### config.mk
export PLATFORM = sky130hd
export DESIGN_NAME = pipelined_multiplier_nstage
export DESIGN_NICKNAME = d
export VERILOG_FILES = /design/src/rtl/pipelined_multiplier_nstage.sv
export SDC_FILE = /design/constraint.sdc
export NUM_CORES = 1
export LEC_CHECK = 0
export CORE_MARGIN = 2
export CORE_UTILIZATION = 55
export CTS_CLUSTER_DIAMETER = 60
export DETAILED_ROUTE_END_ITERATION = 10
export PLACE_DENSITY = 0.72
export SLEW_MARGIN = 15
export SYNTH_ARGS = -nofsm -noshare
export SYNTH_HDL_FRONTEND = slang
export SYNTH_SLANG_ARGS = --single-unit
### constraint.sdc
create_clock -name i_clk -period 8.7 [get_ports i_clk]
set_input_delay 2.175 -clock i_clk [delete_from_list [all_inputs] [get_ports i_clk]]
set_output_delay 2.175 -clock i_clk [all_outputs]
set_load 0.1 [all_outputs]
### src/rtl/pipelined_multiplier_nstage.sv
// Fixed-point multiplier pipeline with configurable latency, per-beat signed/unsigned mode,
// round-half-up rescale, narrowing and global-stall backpressure. Optional clamp: PIPE_MULT_SAT_EN.
module pipelined_multiplier_nstage #(
  parameter int INPUT_WIDTH = 18,
  parameter int STAGES      = 3,
  parameter int FRAC_BITS   = 0,
  parameter int OUT_WIDTH   = 36
) (
  input  logic                   i_clk,
  input  logic                   i_reset,
  input  logic                   i_valid,
  output logic                   o_ready,
  input  logic                   i_signed,
  input  logic [INPUT_WIDTH-1:0] i_A,
  input  logic [INPUT_WIDTH-1:0] i_B,
  output logic [OUT_WIDTH-1:0]   o_out,
  output logic                   o_valid,
  input  logic                   i_ready
);

  localparam int PW  = 2 * INPUT_WIDTH;
  localparam int RW  = PW + 1;
  localparam int MID = STAGES - 2;
  localparam logic [RW-1:0] ROUND = (RW'(1) << FRAC_BITS) >> 1;

  logic                   stall;
  logic [INPUT_WIDTH-1:0] a_q, b_q;
  logic                   sgn1_q, vld1_q;
  logic [PW-1:0]          aExt, bExt, prod_d;
  logic [PW-1:0]          tailProd;
  logic                   tailSgn, tailVld;
  logic [RW-1:0]          ext, sum, shifted;
  logic signed [RW-1:0]   sumS, shiftS;
  logic [OUT_WIDTH-1:0]   out_d, out_q;
  logic                   oValid_q;

  // o_ready depends only on the output register and downstream ready, never on i_valid
  assign stall   = oValid_q && !i_ready;
  assign o_ready = !stall;
  assign o_valid = oValid_q;
  assign o_out   = out_q;

  always_ff @(posedge i_clk) begin
    if (i_reset) begin
      vld1_q <= 1'b0;
    end else if (!stall) begin
      vld1_q <= i_valid;
    end
  end

  always_ff @(posedge i_clk) begin
    if (!stall && i_valid) begin
      a_q    <= i_A;
      b_q    <= i_B;
      sgn1_q <= i_signed;
    end
  end

  // Low PW bits of the product of the extended operands give the exact signed or unsigned result
  always_comb begin
    aExt   = {{INPUT_WIDTH{sgn1_q & a_q[INPUT_WIDTH-1]}}, a_q};
    bExt   = {{INPUT_WIDTH{sgn1_q & b_q[INPUT_WIDTH-1]}}, b_q};
    prod_d = aExt * bExt;
  end

  generate
    if (STAGES == 2) begin : g_noMid
      assign tailProd = prod_d;
      assign tailSgn  = sgn1_q;
      assign tailVld  = vld1_q;
    end else begin : g_mid
      logic [PW-1:0] prod_q [MID];
      logic          sgn_q  [MID];
      logic          vld_q  [MID];

      always_ff @(posedge i_clk) begin
        if (i_reset) begin
          for (int i = 0; i < MID; i++) vld_q[i] <= 1'b0;
        end else if (!stall) begin
          vld_q[0] <= vld1_q;
          for (int i = 1; i < MID; i++) vld_q[i] <= vld_q[i-1];
        end
      end

      always_ff @(posedge i_clk) begin
        if (!stall) begin
          if (vld1_q) begin
            prod_q[0] <= prod_d;
            sgn_q[0]  <= sgn1_q;
          end
          for (int i = 1; i < MID; i++) begin
            if (vld_q[i-1]) begin
              prod_q[i] <= prod_q[i-1];
              sgn_q[i]  <= sgn_q[i-1];
            end
          end
        end
      end

      assign tailProd = prod_q[MID-1];
      assign tailSgn  = sgn_q[MID-1];
      assign tailVld  = vld_q[MID-1];
    end
  endgenerate

  // One guard bit keeps the rounding add from overflowing; the signed path goes through
  // signed variables so the shift stays arithmetic
  always_comb begin
    ext    = {tailSgn & tailProd[PW-1], tailProd};
    sum    = ext + ROUND;
    sumS   = sum;
    shiftS = sumS >>> FRAC_BITS;
    if (tailSgn) shifted = shiftS;
    else         shifted = sum >> FRAC_BITS;
  end

`ifdef PIPE_MULT_SAT_EN
  localparam logic [OUT_WIDTH-1:0] SMAX = {OUT_WIDTH{1'b1}} >> 1;
  localparam logic [OUT_WIDTH-1:0] SMIN = ~SMAX;

  logic signed [OUT_WIDTH-1:0] lowS;
  logic signed [RW-1:0]        lowExt;
  logic                        fitsS, fitsU;

  always_comb begin
    lowS   = shifted[OUT_WIDTH-1:0];
    lowExt = lowS;
    fitsS  = (lowExt == shifted);
    fitsU  = ((shifted >> OUT_WIDTH) == '0);
    out_d  = shifted[OUT_WIDTH-1:0];
    if (tailSgn) begin
      if (!fitsS) out_d = shifted[RW-1] ? SMIN : SMAX;
    end else if (!fitsU) begin
      out_d = '1;
    end
  end
`else
  logic unusedHi;

  always_comb begin
    out_d    = shifted[OUT_WIDTH-1:0];
    unusedHi = ^shifted[RW-1:OUT_WIDTH];
  end
`endif

  // o_out only updates on a real beat, so it reads 0 after reset and holds across bubbles
  always_ff @(posedge i_clk) begin
    if (i_reset) begin
      oValid_q <= 1'b0;
      out_q    <= '0;
    end else if (!stall) begin
      oValid_q <= tailVld;
      if (tailVld) out_q <= out_d;
    end
  end

endmodule

==> qor.csv, run 1 <==
stage;metric;value;unit
setup_path;worst path required time;8830;ps
sta;Final Cycle Share;0.831;
logic_synthesis;synth warn;0;
floorplan;FP Rows;63;
sta;Worst slew margin;0.315;
logic_synthesis;Post-Syn Area;16700;um^2
routing;Avg Vias per Cell;5.30;
routing;DR WL/cell;17.2;um
logic_synthesis;register area share after synthesis;0.179;
logic_synthesis;syn_nets;2206;
routing;first-pass detailed-route iteration total;7;
sta;RSZ-0062 raised after global routing;no;
floorplan;Ports;79;
setup_path;crit path launch type;register;
setup_path;CP endpoint kind;register;
cells_and_area;final layout net count;2235;
setup_path;Slowest Stage Delay on Critical Path;730;ps
placed_design;Final GP Congestion;0.889;
sta;Worst-Margin Slew;1030;ps
routing;antenna-violating nets left;0;
logic_synthesis;Yosys top cell by area;fa_1;
logic_synthesis;Post-Synthesis Cells;1702;
cells_and_area;# diodes;0;
clock_network;clk_lat worst skew;390;ps
status;status;finished, final reports clean;
routing;total number of vias;11300;
placed_design;count of input and output buffers;78;
cells_and_area;final-layout fill cell count;2499;
clock_network;cts repair resizes;0;
floorplan;Initial Util;0.561;
logic_synthesis;Synth Register Bits;112;
setup_path;Setup Crit Path Kind;register to register;
setup_path;Crit Path Max Fanout;24;
sta;clock skew;15.2;ps
clock_network;worst-case clock buffer depth;2;
logic_synthesis;EDFF count, synth;74;
global_routing;grt ovf;0;
logic_synthesis;Area contributors post-synth;fa_1 (43%), edfxtp_1 (13%), inv_1 (8.8%);
clock_network;H-Tree Depth;3;
sta;fin. max-slew vios;0;
logic_synthesis;Cell variety after synth;47;
clock_network;TritonCTS clock tree;done;
setup_path;crit path cell chain;buf_4 -> and2_1 -> nand2_1 -> fa_1 -> fa_1 -> fa_1 -> inv_1 -> fa_1 -> fa_1 -> fa_1 -> ha_1 -> ha_1 -> a211o_1 -> a21oi_2 -> nor3_1 -> a211oi_2 -> a21oi_1 -> or3_1 -> a21oi_2 -> xnor2_1;
clock_network;post-CTS setup buffers;0;
global_routing;global-route wire length before repair;60700;um
clock_network;clk slew on worst S/H paths;80;ps
logic_synthesis;Avg Cell Area, Syn;9.79;um^2
routing;Total Wirelength;36600;um
worst_hold_path;Hold Crit Depth;2;
floorplan;chip width;178;um
sta;Setup TNS;0;ps
sta;# setup viols final;0;
global_routing;number of global-route vias before repair;12500;
placed_design;DP HPWL;28700;um
cells_and_area;final design utilization;0.608;
cells_and_area;Area Growth Syn to Fin;8.42;%
cells_and_area;fraction of layout cells with a size suffix above 1;0.0305;
setup_path;worst reg2reg path depth;20;
sta;fmax;138;MHz
global_routing;initial antenna violation count;0;
worst_hold_path;HP Class;register to register;
floorplan;full die area;31700;um^2
sta;min Tclk post-route;7230;ps
logic_synthesis;async set-reset flop share out of synthesis;0;
floorplan;die height;178;um
clock_network;quantity of hold-fixing buffers added after cts;0;
setup_path;Crit path top cell by count;fa_1;
job;number of max-cap violations;0;
setup_path;WP data arrival;7360;ps
logic_synthesis;Top FF cell, synth;edfxtp_1;
logic_synthesis;Yosys top cell area share;0.426;
global_routing;global-route usage over all layers;0.250;
setup_path;critical path's slowest cell;fa_1;
clock_network;clk sink count;112;
routing;number of DRC markers in iteration 0;665;
setup_path;Worst R2R Setup Slack;1470;ps
clock_network;CTS buffer count;9;
floorplan;area of the core;29700;um^2
global_routing;largest net degree at the start of global routing;41;
clock_network;Clk Tree Root Cell;clkbuf_16;
sta;final hold violation count;0;
routing;# DRC;0;
==> cells in the final DEF, fill, tap and decap left out, types with 2 or more instances in the layout <==
cell type,instances
a21oi_2,4
a21oi_1,57
a21o_1,8
o21ai_0,9
xor2_1,7
buf_4,15
o21ai_1,9
a21boi_0,2
or2_2,6
inv_1,389
nor3_1,4
clkdlybuf4s50_1,78
and2_1,149
clkinv_8,2
and3_1,5
nand4_1,3
a211oi_1,4
inv_6,2
edfxtp_1,74
nand2b_1,7
or3_1,3
a31oi_1,2
nand3_1,9
o21bai_1,4
dfxtp_1,38
nor2_1,29
clkbuf_16,9
a211oi_2,2
ha_1,108
fa_1,355
xnor2_1,35
o211ai_2,2
nand2_1,280
nor2b_1,3
o211ai_1,2
==> metal layers <==
metal | routed length [um] | share of wire | global-route usage | up-vias
met5 | 0 | 0 | 0 | -
met1 | 13500 | 0.37 | 0.294 | 5745
met2 | 19600 | 0.53 | 0.450 | 353
met4 | 1600 | 0.044 | 0.117 | 0
met3 | 1980 | 0.054 | 0.0369 | 98
li1 | - | - | - | 5079
==> logic make-up (layout without fill, tap and decap cells) <==
kind of cell	Yosys count	in the layout	synth area share
adders and majority gates	463	463	0.507
muxes	1	1	0.000601
AOI/OAI and AO/OA	116	116	0.0441
and+or+nand+nor	504	504	0.142
buffers and inverters	464	498	0.104
DFF	112	112	0.179
xor gates and xnor gates	42	42	0.0221
==> final cells by class <==
| class | instances | area [um^2] | area share |
|---|---|---|---|
| inverter | 389 | 1460 | 0.0808 |
| tap | 390 | 488 | 0.0270 |
| timing repair buffer | 93 | 893 | 0.0494 |
| clock buffer | 10 | 229 | 0.0127 |
| sequential | 112 | 2980 | 0.165 |
| multi-input combinational | 1126 | 11900 | 0.661 |
| clock inverter | 6 | 70.1 | 0.00388 |
==> sequential cells by signal, summed over array words and instances, names as in the netlist <==
register      cells
g_mid.vld_q       1
a_q              18
o_valid           1
g_mid.prod_q     36
o_out            36
b_q              18
sgn1_q            1
vld1_q            1
==> final timing paths <==
path,startpoint,endpoint
max,a_q[17],g_mid.prod_q[0][35]
min,o_out[6],o_out[6]
max reg2reg,a_q[17],g_mid.prod_q[0][35]
min reg2reg,o_out[6],o_out[6]
==> metrics by stage <==
stage	area (um^2)	hold slack, ps	std cells	setup slack [ps]
2_1_floorplan	16700	452	1702	2070
3_3_place_gp	17800	442	2110	1670
3_5_place_dp	17800	446	2110	1510
4_1_cts	18100	458	2126	1480
5_1_grt	18100	486	2126	1060
6_report	18100	455	2126	1470
==> cell usage after synthesis, types with 8 or more instances <==
| cell | instances |
|---|---|
| ha_1 | 108 |
| fa_1 | 355 |
| nand3_1 | 9 |
| nor2_1 | 29 |
| inv_1 | 389 |
| o21ai_1 | 9 |
| dfxtp_1 | 38 |
| nand2_1 | 281 |
| edfxtp_1 | 74 |
| clkbuf_1 | 75 |
| and2_1 | 150 |
| a21oi_1 | 57 |
| o21ai_0 | 9 |
| a21o_1 | 8 |
| xnor2_1 | 35 |
==> worst max-delay path, delay by kind of cell (launching register included) <==
kind	cells	cell delay [ps]
and+or+nand+nor	4	1130
AOI/OAI and AO/OA	5	930
DFF	1	320
buffers and inverters	2	490
xor gates and xnor gates	1	70
adders and majority gates	8	4040
Power of run 1 is not shown: default switching activity piles up to over one toggle a cycle in this logic, so the estimate is an artifact.
==> inputs of run 2 (changes only) <==
Clock period 8.7 ns to 7.48 ns, I/O delays scaled along.
==> qor.csv, run 2 (synthesis gave the netlist of run 1 again) <==
stage;metric;value;unit
status;status;finished, final reports clean;
clock_network;Clk Tree Root Cell;clkbuf_16;
cells_and_area;Non-Filler Instances;2149;
setup_path;WP data arrival;7170;ps
placed_design;dpl cells;2133;
global_routing;gr busiest metal;met2;
global_routing;global-route wire length before repair;60900;um
cells_and_area;commonest non-fill, non-tap cell in the layout;inv_1;
routing;total number of vias;11400;
global_routing;met2 Track Usage GR;0.440;
setup_path;CP endpoint kind;register;
sta;Setup TNS;0;ps
cells_and_area;final-layout fill cell count;2425;
floorplan;area of the core;29700;um^2
worst_hold_path;HP Class;register to register;
clock_network;clk slew on worst S/H paths;90;ps
floorplan;die height;178;um
floorplan;Ports;79;
global_routing;met3 Track Usage GR;0.0362;
clock_network;TritonCTS clock tree;done;
sta;RSZ-0062 raised after global routing;no;
floorplan;full die area;31700;um^2
global_routing;met1 usage;0.303;
placed_design;DP HPWL;30300;um
setup_path;crit path launch type;register;
setup_path;Crit Path Max Fanout;8;
routing;first-pass detailed-route iteration total;5;
floorplan;FP Rows;63;
setup_path;worst path required time;7600;ps
routing;Total Wirelength;37500;um
sta;fin. max-slew vios;0;
global_routing;grt ovf;0;
placed_design;Final GP Congestion;0.901;
sta;min Tclk post-route;7050;ps
clock_network;quantity of hold-fixing buffers added after cts;0;
clock_network;CTS buffer count;9;
placed_design;count of input and output buffers;78;
sta;Worst-Margin Slew;1030;ps
clock_network;post-CTS setup buffers;0;
setup_path;Setup Crit Path Kind;register to register;
routing;DR WL/cell;17.4;um
routing;Avg Vias per Cell;5.30;
global_routing;global-route usage over all layers;0.253;
clock_network;clk sink count;112;
routing;# DRC;0;
sta;fmax;142;MHz
sta;clock skew;18.2;ps
sta;Worst slew margin;0.310;
clock_network;cts repair resizes;0;
sta;final hold violation count;0;
global_routing;largest net degree at the start of global routing;41;
cells_and_area;fraction of layout cells with a size suffix above 1;0.0438;
floorplan;Initial Util;0.561;
clock_network;worst-case clock buffer depth;2;
global_routing;number of global-route vias before repair;12300;
clock_network;H-Tree Depth;3;
cells_and_area;Area Growth Syn to Fin;9.50;%
cells_and_area;commonest non-fill, non-tap cells in the layout;inv_1 (389), fa_1 (355), nand2_1 (280), and2_1 (149), ha_1 (108);
clock_network;clk_lat worst skew;380;ps
global_routing;initial antenna violation count;1;
routing;number of DRC markers in iteration 0;646;
sta;Final Cycle Share;0.942;
cells_and_area;final layout net count;2258;
floorplan;chip width;178;um
sta;# setup viols final;0;
job;number of max-cap violations;0;
routing;antenna-violating nets left;0;
cells_and_area;# diodes;0;
[run 2: changes by cell type in the layout (fill, tap and decap cells not counted), sizes merged]
cell | previous run | this run
inv | 392 | 393
clkbuf | 10 | 9
buf | 15 | 38
[run 2: layout make-up]
cell class                 instances  area, um^2  share of cell area
tap                              390         488              0.0267
clock buffer                       9         225              0.0123
timing repair buffer             116        1070              0.0584
sequential                       112        2980               0.163
clock inverter                     7        82.6             0.00452
multi-input combinational       1126       11900               0.655
inverter                         389        1460              0.0800
[run 2: per-layer routing]
metal,vias up,part of all wire
met5,-,0
met1,5831,0.38
met2,331,0.52
met4,0,0.054
li1,5126,-
met3,111,0.052
[run 2: worst max-delay path, cell delays in order (launching register included)]
cell	delay, ps
edfxtp_1	460
and2_1	380
nand2_1	210
fa_1	690
fa_1	480
fa_1	690
inv_1	230
fa_1	500
fa_1	560
fa_1	410
ha_1	290
ha_1	350
a211o_1	330
a21oi_2	140
nor3_1	90
a211oi_2	230
a21oi_1	120
or3_1	380
a21oi_2	170
xnor2_1	80
[run 2: path summary, 6_finish.rpt]
check	depth (start not counted)	from	slack, ps	end
max reg2reg	19	sgn1_q	430	g_mid.prod_q[0][35]
min reg2reg	2	o_out[5]	460	o_out[5]
max	19	sgn1_q	430	g_mid.prod_q[0][35]
min	2	o_out[5]	460	o_out[5]
[run 2: metrics by stage]
step            util  hold slack (ps)  setup slack [ps]  cell area [um^2]
2_1_floorplan      -              452               850             16700
3_3_place_gp   0.604              442               659             17900
3_5_place_dp   0.604              448               477             17900
4_1_cts        0.614              461               464             18200
5_1_grt        0.614              481              75.0             18300
6_report       0.614              455               432             18300
Power of run 2 is left out for the same reason.
==> RTL edit: new RTL, config.mk and constraints of run 2 <==
Change the parameter `STAGES` from 3 to 2.
--- a/src/rtl/pipelined_multiplier_nstage.sv
+++ b/src/rtl/pipelined_multiplier_nstage.sv
@@ -2,7 +2,7 @@
 // round-half-up rescale, narrowing and global-stall backpressure. Optional clamp: PIPE_MULT_SAT_EN.
 module pipelined_multiplier_nstage #(
   parameter int INPUT_WIDTH = 18,
-  parameter int STAGES      = 3,
+  parameter int STAGES      = 2,
   parameter int FRAC_BITS   = 0,
   parameter int OUT_WIDTH   = 36
 ) (
Behaviour: not the same (Yosys sat finds a counterexample within 4 cycles, from zero or initial values and one cycle with i_reset high).
==> RTL edit against run 2 <==
Final cell count is 3.4% lower. Clock skew is 0.00078 ns higher. Critical path type unchanged. Largest cell class unchanged. Sequential cell count shrank 37. Cell area shrank 6.2%. Count of clock-buffer cells in the layout up 2. Critical endpoint is now o_out[32]. Die area decreased by 6.6%. Maximum frequency decreased by 0.44%. Setup slack got worse by 0.031 ns. Area after synthesis is 6.7% lower. Routed wire length up 2.6%.
Power is not shown: default switching activity piles up to over one toggle a cycle in this logic, so the estimate is an artifact.
==> RTL edit: results (changes against run 2) <==
layout cells sized above 1=4.59% (was 4.38%); compound-cell area share of the yosys netlist=5.26% (was 4.41%); mux contribution to synthesized area=0.137% (was 0.0601%); EDFF count, synth=37 (was 74); outcome=finished, final reports clean (unchanged); Hold EP=o_out[11] (was o_out[5]); detailed placement HPWL=31500 um (was 30300 um); Total Nets Final=2198 (was 2258); Synth Area in Adders=54.4% (was 50.7%); commonest cells in the netlist=inv_1 (394), fa_1 (355), nand2_1 (252) (was inv_1 (389), fa_1 (355), nand2_1 (281)); RR Endpoint=o_out[32] (was g_mid.prod_q[0][35]); Root Buffer=clkbuf_16 (unchanged); main area contributors after synthesis=fa_1 (46%), inv_1 (9.5%), ha_1 (8.7%) (was fa_1 (43%), edfxtp_1 (13%), inv_1 (8.8%)); Least-Margin Pin Slew=1.01 ns (was 1.03 ns); placed inst area=16800 um2 (was 17900 um2); Final GP Congestion=0.917 (was 0.901); largest net degree at the start of global routing=40 (was 41); number of library cell types mapped by synthesis=55 (was 47); Largest register FFs=36; postcts setup bufs=0 (unchanged); vias in the first global route=12245 (was 12294); first-pass GRT wire length=63200 um (was 60900 um); hold_sp=o_out[11] (was o_out[5]); TritonCTS buffer count=9 (unchanged); aggregate global-route resource usage=28.2% (was 25.3%); initial antenna violation count=0 (was 1); WL per Instance=18.5 um (was 17.4 um); hold path depth=2 (unchanged); reg2reg path depth=22 (was 19); clk slew on worst S/H paths=about 0.080 ns; vias post-DR=11136 (was 11399); maximum root-to-sink buffer count=2 (unchanged); Iter 0 DRT Violations=773 (was 646); YS warnings=0 (unchanged); H-tree depth=3 (unchanged); r2r startpoint=b_q[6] (was sgn1_q); Post-CTS Resized=0 (unchanged); crit path max fanout=19 (was 8); Port Buffer Count=78 (unchanged); n_diodes=0 (unchanged); Post-Syn Nets=2144 (was 2206); Top FF cell, synth=dfxtp_1 (was edfxtp_1); final clock skew=0.0190 ns (was 0.0182 ns); Pre-Repair DR Iteration Count=5 (unchanged); Clk Latency, worst-skew pair=0.36 ns (was 0.38 ns); flop-to-flop setup slack=0.40 ns (was 0.43 ns); Arr. time, crit path=7.36 ns (was 7.17 ns); HP Class=register to register (unchanged); Seq/Total Area, Yosys=12.0% (was 17.9%); ys async rst share=0% (unchanged); xor/xnor share of the synthesized area=2.14% (was 2.21%)
==> RTL edit: cell count changes after synthesis, moves of 3 or more <==
cell      delta
o21ai_1      -7
clkbuf_1     -5
nand2b_1     -5
edfxtp_1    -37
xnor2_1      -5
o21ai_0      +5
nand3b_1     +7
a21oi_1     -19
buf_1        +4
a31oi_1      +6
nand2_1     -29
inv_1        +5
nor2_1       +5
a211oi_1     +3
==> RTL edit: cell families (layout without fill, tap and decap cells) <==
| family | after synthesis | after routing |
|---|---|---|
| DFF | 75 | 75 |
| AOI/OAI and AO/OA | 115 | 115 |
| and+or+nand+nor | 478 | 478 |
| muxes | 2 | 2 |
| adders and majority gates | 463 | 463 |
| buffers and inverters | 469 | 528 |
| xor gates and xnor gates | 38 | 38 |
==> RTL edit: area by class of cell <==
class,instances,area [um2]
Clock inverter,5,61.3
Timing Repair Buffer,118,1090
Clock buffer,11,233
Inverter,394,1480
Fill cell,2335,10700
Multi-Input combinational cell,1096,11900
Tap cell,378,473
Sequential cell,75,1870
==> RTL edit: how the worst max path moves through the flow <==
stage                     startpoint        end  slack, ns  cells past startpoint
after floorplan               sgn1_q  o_out[33]       0.78                     21
after global placement        sgn1_q  o_out[33]       0.67                     19
after detailed placement      b_q[5]  o_out[32]       0.47                     22
after CTS                     b_q[5]  o_out[32]       0.37                     22
after global routing          b_q[2]  o_out[32]       0.03                     22
final                         b_q[6]  o_out[32]       0.40                     22
==> RTL edit: layer usage <==
| metal | GRT usage, % | share of wire (%) |
|---|---|---|
| met1 | 35.8 | 38 |
| met2 | 49.2 | 51 |
| met3 | 2.72 | 5.5 |
| met4 | 12.6 | 4.8 |
| met5 | 0 | 0 |
==> RTL edit: per-stage QoR <==
stage	setup WS (ns)	cells	utilization, %	hold slack (ns)
floorplan	0.783	1640	-	0.455
global placement	0.665	2059	60.5	0.443
detailed placement	0.472	2059	60.5	0.448
CTS	0.372	2075	61.5	0.458
global route	0.0256	2077	61.6	0.477
finish	0.401	2077	61.6	0.461
==> RTL edit: critical path, stage by stage, from the launching register on <==
cell and delay, ns:
edfxtp_1 0.79, nand2_1 0.16, fa_1 0.52, inv_1 0.06, fa_1 0.53, inv_1 0.05, fa_1 0.49, inv_1 0.05
fa_1 0.55, fa_1 0.43, fa_1 0.49, inv_1 0.06, fa_1 0.54, inv_1 0.05, ha_1 0.35, a21oi_1 0.23
a21boi_0 0.15, a211oi_2 0.33, a31oi_1 0.18, o21ai_1 0.22, a31oi_1 0.13, or4b_1 0.47, a31oi_1 0.16
